<file path="config.mk">
export PLATFORM = sky130hd
export DESIGN_NAME = fetch_ctrl_flat
export DESIGN_NICKNAME = d
export VERILOG_FILES = /design/src/rtl/fetch_ctrl_if.sv /design/src/rtl/fetch_ctrl.sv /design/src/flat_wrapper.sv
export SDC_FILE = /design/constraint.sdc
export NUM_CORES = 1
export LEC_CHECK = 0
export ABC_AREA = 1
export CAP_MARGIN = 10
export CORE_ASPECT_RATIO = 1.2
export CORE_MARGIN = 3
export CORE_UTILIZATION = 44
export DETAILED_ROUTE_END_ITERATION = 10
export PLACE_DENSITY = 0.68
export SYNTH_ARGS = -nofsm -noshare
export SYNTH_HDL_FRONTEND = slang
export SYNTH_SLANG_ARGS = --single-unit
</file>
<file path="constraint.sdc">
create_clock -name clk -period 4 [get_ports clk]
set_input_delay 0.8 -clock clk [delete_from_list [all_inputs] [get_ports clk]]
set_output_delay 0.8 -clock clk [all_outputs]
set_load 0.02 [all_outputs]
</file>
<file path="src/rtl/fetch_ctrl_if.sv">
// fetch_ctrl_if: fetch request/response, instruction handoff and redirect signals
interface fetch_ctrl_if #(
   parameter int unsigned xlen = 32
);
   logic            imem_req_valid;
   logic [xlen-1:0] imem_req_addr;
   logic            imem_req_ready;
   logic            imem_rsp_valid;
   logic [xlen-1:0] imem_rsp_data;
   logic            instr_valide;
   logic [xlen-1:0] instruction;
   logic [xlen-1:0] instr_pc;
   logic            ok_i;
   logic            redirect_valid;
   logic [xlen-1:0] redirect_pc;
   logic            flushing;

   modport master (
      output imem_req_valid, imem_req_addr, instr_valide, instruction, instr_pc, flushing,
      input  imem_req_ready, imem_rsp_valid, imem_rsp_data, ok_i, redirect_valid, redirect_pc
   );

   modport slave (
      input  imem_req_valid, imem_req_addr, instr_valide, instruction, instr_pc, flushing,
      output imem_req_ready, imem_rsp_valid, imem_rsp_data, ok_i, redirect_valid, redirect_pc
   );
endinterface

</file>
<file path="src/rtl/fetch_ctrl.sv">
// fetch_ctrl: in-order instruction fetch sequencer with two-credit limit and redirect flush
module fetch_ctrl #(
   parameter int unsigned     xlen       = 32,
   parameter logic [xlen-1:0] START_ADDR = '0
) (
   input logic          clk,
   input logic          rst_n,
   fetch_ctrl_if.master bus
);
   typedef enum logic [1:0] {BOOT, RUN, FLUSH} state_t;

   state_t          state_q, state_d;
   logic [xlen-1:0] fetch_pc_q, fetch_pc_d;
   logic [1:0]      outstanding_q, outstanding_d;
   logic [1:0]      discard_q, discard_d;
   logic [1:0]      count_q, count_d;
   logic            rd_q, rd_d, wr_q, wr_d;
   logic            tag_rd_q, tag_rd_d, tag_wr_q, tag_wr_d;
   logic [xlen-1:0] fifo_pc_q [2];
   logic [xlen-1:0] fifo_word_q [2];
   logic [xlen-1:0] tag_q [2];
   logic            req_valid, accept, rsp, drop, push, pop, redirect;

   // Credits cover both in-flight requests and buffered words, so the FIFO can never overflow.
   assign redirect  = bus.redirect_valid;
   assign req_valid = state_q == RUN && ({1'b0, outstanding_q} + {1'b0, count_q}) < 3'd2;
   assign accept    = req_valid && bus.imem_req_ready;
   assign rsp       = bus.imem_rsp_valid && outstanding_q != 2'd0;
   assign drop      = rsp && discard_q != 2'd0;
   assign push      = rsp && discard_q == 2'd0 && !redirect;
   assign pop       = count_q != 2'd0 && bus.ok_i;

   assign bus.imem_req_valid = req_valid;
   assign bus.imem_req_addr  = fetch_pc_q;
   assign bus.instr_valide   = count_q != 2'd0;
   assign bus.instruction    = fifo_word_q[rd_q];
   assign bus.instr_pc       = fifo_pc_q[rd_q];
   assign bus.flushing       = state_q == FLUSH;

   // Next state: normal bookkeeping first, then a redirect overrides pointers and stream position.
   always_comb begin
      outstanding_d = outstanding_q + {1'b0, accept} - {1'b0, rsp};
      count_d       = count_q + {1'b0, push} - {1'b0, pop};
      fetch_pc_d    = accept ? fetch_pc_q + xlen'(4) : fetch_pc_q;
      rd_d          = rd_q ^ pop;
      wr_d          = wr_q ^ push;
      tag_rd_d      = tag_rd_q ^ push;
      tag_wr_d      = tag_wr_q ^ accept;
      discard_d     = discard_q - {1'b0, drop};
      state_d       = state_q == FLUSH && discard_d != 2'd0 ? FLUSH : RUN;
      if (redirect) begin
         fetch_pc_d = bus.redirect_pc & ~xlen'(3);
         count_d    = 2'd0;
         rd_d       = 1'b0;
         wr_d       = 1'b0;
         tag_rd_d   = 1'b0;
         tag_wr_d   = 1'b0;
         discard_d  = outstanding_d;
         state_d    = outstanding_d != 2'd0 ? FLUSH : RUN;
      end
   end

   // State and counter registers.
   always_ff @(posedge clk) begin
      if (rst_n) begin
         state_q       <= BOOT;
         fetch_pc_q    <= START_ADDR;
         outstanding_q <= 2'd0;
         discard_q     <= 2'd0;
         count_q       <= 2'd0;
         rd_q          <= 1'b0;
         wr_q          <= 1'b0;
         tag_rd_q      <= 1'b0;
         tag_wr_q      <= 1'b0;
      end else begin
         state_q       <= state_d;
         fetch_pc_q    <= fetch_pc_d;
         outstanding_q <= outstanding_d;
         discard_q     <= discard_d;
         count_q       <= count_d;
         rd_q          <= rd_d;
         wr_q          <= wr_d;
         tag_rd_q      <= tag_rd_d;
         tag_wr_q      <= tag_wr_d;
      end
   end

   // Instruction FIFO storage; cleared on reset so the head reads as zero.
   always_ff @(posedge clk) begin
      if (rst_n) begin
         fifo_pc_q   <= '{default: '0};
         fifo_word_q <= '{default: '0};
      end else if (push) begin
         fifo_pc_q[wr_q]   <= tag_q[tag_rd_q];
         fifo_word_q[wr_q] <= bus.imem_rsp_data;
      end
   end

   // PC tag queue: remembers the address of each accepted request until its response returns.
   always_ff @(posedge clk) begin
      if (accept) tag_q[tag_wr_q] <= fetch_pc_q;
   end

   a_no_overflow: assert property (@(posedge clk) disable iff (rst_n) !(push && count_q == 2'd2));
endmodule

</file>
<file path="src/flat_wrapper.sv">
// flat-port wrapper written by rule: the top's interface ports become plain ports
module fetch_ctrl_flat 
#(
   parameter int unsigned     xlen       = 32,
   parameter logic [xlen-1:0] START_ADDR = '0
)
  (clk, rst_n, bus_imem_req_valid, bus_imem_req_addr, bus_instr_valide, bus_instruction, bus_instr_pc, bus_flushing, bus_imem_req_ready, bus_imem_rsp_valid, bus_imem_rsp_data, bus_ok_i, bus_redirect_valid, bus_redirect_pc);
  fetch_ctrl_if #(.xlen(xlen)) bus_i ();
  input logic clk;
  input logic rst_n;
  output wire logic [$bits(bus_i.imem_req_valid)-1:0] bus_imem_req_valid;
  output wire logic [$bits(bus_i.imem_req_addr)-1:0] bus_imem_req_addr;
  output wire logic [$bits(bus_i.instr_valide)-1:0] bus_instr_valide;
  output wire logic [$bits(bus_i.instruction)-1:0] bus_instruction;
  output wire logic [$bits(bus_i.instr_pc)-1:0] bus_instr_pc;
  output wire logic [$bits(bus_i.flushing)-1:0] bus_flushing;
  input wire logic [$bits(bus_i.imem_req_ready)-1:0] bus_imem_req_ready;
  input wire logic [$bits(bus_i.imem_rsp_valid)-1:0] bus_imem_rsp_valid;
  input wire logic [$bits(bus_i.imem_rsp_data)-1:0] bus_imem_rsp_data;
  input wire logic [$bits(bus_i.ok_i)-1:0] bus_ok_i;
  input wire logic [$bits(bus_i.redirect_valid)-1:0] bus_redirect_valid;
  input wire logic [$bits(bus_i.redirect_pc)-1:0] bus_redirect_pc;
  assign bus_imem_req_valid = bus_i.imem_req_valid;
  assign bus_imem_req_addr = bus_i.imem_req_addr;
  assign bus_instr_valide = bus_i.instr_valide;
  assign bus_instruction = bus_i.instruction;
  assign bus_instr_pc = bus_i.instr_pc;
  assign bus_flushing = bus_i.flushing;
  assign bus_i.imem_req_ready = bus_imem_req_ready;
  assign bus_i.imem_rsp_valid = bus_imem_rsp_valid;
  assign bus_i.imem_rsp_data = bus_imem_rsp_data;
  assign bus_i.ok_i = bus_ok_i;
  assign bus_i.redirect_valid = bus_redirect_valid;
  assign bus_i.redirect_pc = bus_redirect_pc;
  fetch_ctrl #(.xlen(xlen), .START_ADDR(START_ADDR)) u_core (.clk(clk), .rst_n(rst_n), .bus(bus_i));
endmodule
</file>
==> impl_metrics.csv <==
group,metric,value,unit
clock_network,cts-root-buf,"clkbuf_16",
worst_setup_path,crit_fanout,27,
power_and_ir_drop,p_per_area,509,mW/mm^2
sta,fin_setup_tns,0,ns
worst_setup_path,endpoint_kind,"output pin",
place,io_buffers,162,
grt,grt-ovfl-total,0,
sta,period_needed,3.17,ns
yosys,yosysMostFrequentCell,"nand2_1",
sta,hold_slack,0.453,ns
grt,grt_pass1_vias,8203,
run,maxCapViolations,0,
clock_network,insertion_delay,0.51,ns
yosys,synth_edf_count,60,
place,post-dp-hpwl,16300,um
yosys,synthArstFlopShare,0,%
clock_network,cts_resized,0,
yosys,syn_inst,1353,
clock_network,clk_pin_slew,0.06,ns
sta,worst_slew_pin_slew,0.947,ns
yosys,yosys_register_bits,226,
detailed_routing,wl_per_cell,14.0,um
floorplan,die_w,144,um
floorplan,core-area,0.0224,mm^2
sta,period_share,79.4,%
worst_setup_path,critical_path_class,"reg2out",
detailed_routing,first_pass_iters,5,
power_and_ir_drop,cellLeakagePower,5.59,nW
floorplan,initial_core_util,44.9,%
clock_network,cts_made_buffers,24,
clock_network,holdBufCountCts,0,
sta,timing.final.ws_setup,0.826,ns
sta,setup_violations,0,
grt,antenna_found_initial,0,
sta,finalMaxSlewViolations,0,
detailed_routing,routed_wirelength,24900,um
grt,grtUsageTotal,19.5,%
worst_setup_path,required,3.20,ns
floorplan,ios,169,
sta,slew_headroom,36.8,%
detailed_routing,antenna_left,0,
yosys,ys_seq_area_share,50.8,%
cells_and_area,n_antenna_cell,0,
detailed_routing,vias,8692,
grt,grt_max_degree,89,
hold_path,hold_class,"reg2reg",
cells_and_area,drive_gt1_share,6.06,%
detailed_routing,drc,0,
clock_network,cts_setup_buffers,0,
place,dp.cells,1738,
power_and_ir_drop,ir_drop,0.347,mV
clock_network,cts.sinks,226,
detailed_routing,initialDrtViolationCount,539,
worst_setup_path,critPathLaunchType,"register",
yosys,yosys-top-cells-area,"dfxtp_1, edfxtp_1, nand2_1, o21ai_0, nor2_1",
cells_and_area,final_nets,1564,
sta,grt_setup_unrepaired,"no",
sta,finalHoldViolCount,0,
worst_setup_path,crit_arrival,2.37,ns
yosys,synthFlopType,"dfxtp_1",
sta,clock.fmax,0.315,GHz
floorplan,fp.dieArea,0.0248,mm^2
yosys,synth_top_area_share,33.0,%
worst_setup_path,r2r_slack,1.41,ns
cells_and_area,area_growth,26.0,%
yosys,ys.warnings.count,0,
detailed_routing,via_per_inst,4.88,
floorplan,fp.dieH,172,um
grt,grt_first_pass_wirelength,39800,um
cells_and_area,fillers,2103,
yosys,synth_area,0.0101,mm^2
yosys,syn_area_per_cell,7.45,um^2
floorplan,rows,60,
sta,skew,0.00879,ns
place,gp_congestion,0.837,
status,outcome,"finished clean",
yosys,yosys-top-cells-count,"nand2_1, nor2_1, o21ai_0, dfxtp_1, inv_1",
yosys,synthDistinctLibCells,38,
clock_network,h-tree-depth,1,
clock_network,clock_path_buffers,3,
place,place_ws,0.925,ns
cells_and_area,fin_cells,1781,
clock_network,cts_tree,"built",
yosys,yosys.area.top_type,"dfxtp_1",
==> cells in the final DEF (no fill, tap or decap), types with 2 or more instances in the layout <==
cell / n
a21oi_1: 58
a31oi_1: 5
and2_1: 2
buf_12: 2
buf_4: 13
bufinv_16: 3
clkbuf_1: 5
clkbuf_16: 25
clkbuf_8: 3
clkdlybuf4s50_1: 161
clkinv_1: 3
clkinv_2: 2
clkinv_4: 3
conb_1: 4
dfxtp_1: 165
edfxtp_1: 60
ha_1: 7
inv_1: 153
inv_2: 3
nand2_1: 337
nand2_2: 6
nand3_1: 27
nand3_2: 3
nand4_1: 3
nor2_1: 220
nor2_2: 9
nor2_4: 8
nor3_1: 4
o21ai_0: 177
o21bai_1: 2
or2_2: 4
xnor2_1: 5
xor2_1: 9
==> power by group <==
group	internal (W)	switching (W)	total, W
Combinational	0.000562	0.000862	0.00142
Clock	0.00140	0.000900	0.00230
Sequential	0.00261	0.000131	0.00274
Total	0.00457	0.00189	0.00647
==> path summary, 6_finish.rpt <==
path	from	endpoint	cells past startpoint
worst min-delay path	u_core.fifo_word_q[61]	u_core.fifo_word_q[61]	2
worst max-delay path	u_core.rd_q	bus_instr_pc[8]	4
worst max register to register	u_core.count_q[0]	u_core.bus.imem_req_addr[12]	11
worst min register to register	u_core.fifo_word_q[61]	u_core.fifo_word_q[61]	2
==> metrics by stage <==
| step | util [%] | cell area [um^2] | total power [W] |
|---|---|---|---|
| finish | 56.6 | 12700 | 0.00647 |
| global route | 56.6 | 12700 | 0.00679 |
| CTS | 56.6 | 12700 | 0.00653 |
| detailed placement | 52.9 | 11900 | 0.00422 |
| global placement | 52.9 | 11900 | 0.00419 |
| floorplan | - | 10100 | 0.00364 |
==> flip-flops by register name (all words and copies together) (netlist names) <==
register / count
u_core.count_q: 2
u_core.wr_q: 1
u_core.tag_rd_q: 1
u_core.rd_q: 1
u_core.outstanding_q: 2
u_core.tag_wr_q: 1
u_core.fifo_pc_q: 60
u_core.tag_q: 60
u_core.discard_q: 2
u_core.fifo_word_q: 64
u_core.bus.imem_req_addr: 30
u_core.state_q: 2
==> critical path: stages (launching register included) <==
cell	delay (ns)
dfxtp_2	0.65
buf_4	0.35
nand2_1	0.07
o21ai_0	0.11
clkdlybuf4s50_1	0.67
==> layer usage <==
metal	track usage, %	vias to the layer above	routed length [um]
met3	2.64	33	1410
li1	-	4498	-
met4	5.07	0	431
met1	26.5	3922	11300
met2	33.0	239	11800
met5	0	-	0
==> cell type report <==
class                           instances  area [um^2]  area share, %
Clock buffer                           33          686           5.40
Clock inverter                         10          139           1.09
Inverter                              158          593           4.67
Multi-Input combinational cell        898         4060           31.9
Sequential cell                       226         5130           40.3
Tap cell                              279          349           2.75
Timing Repair Buffer                  177         1750           13.8
==> logic make-up (layout without fill, tap and decap cells) <==
kind of cell / Yosys count / after routing / share of synthesized area, %
adder cells (fa/ha/maj): 9 / 9 / 1.19
XOR/XNOR: 15 / 15 / 1.38
flip-flops: 226 / 226 / 50.8
AND/OR/NAND/NOR: 624 / 624 / 25.0
buffers and inverters: 232 / 378 / 9.11
other: 1 / 4 / 0.0372
AO/OA/AOI/OAI: 246 / 246 / 12.4
Power figures use the tool's default switching activity.
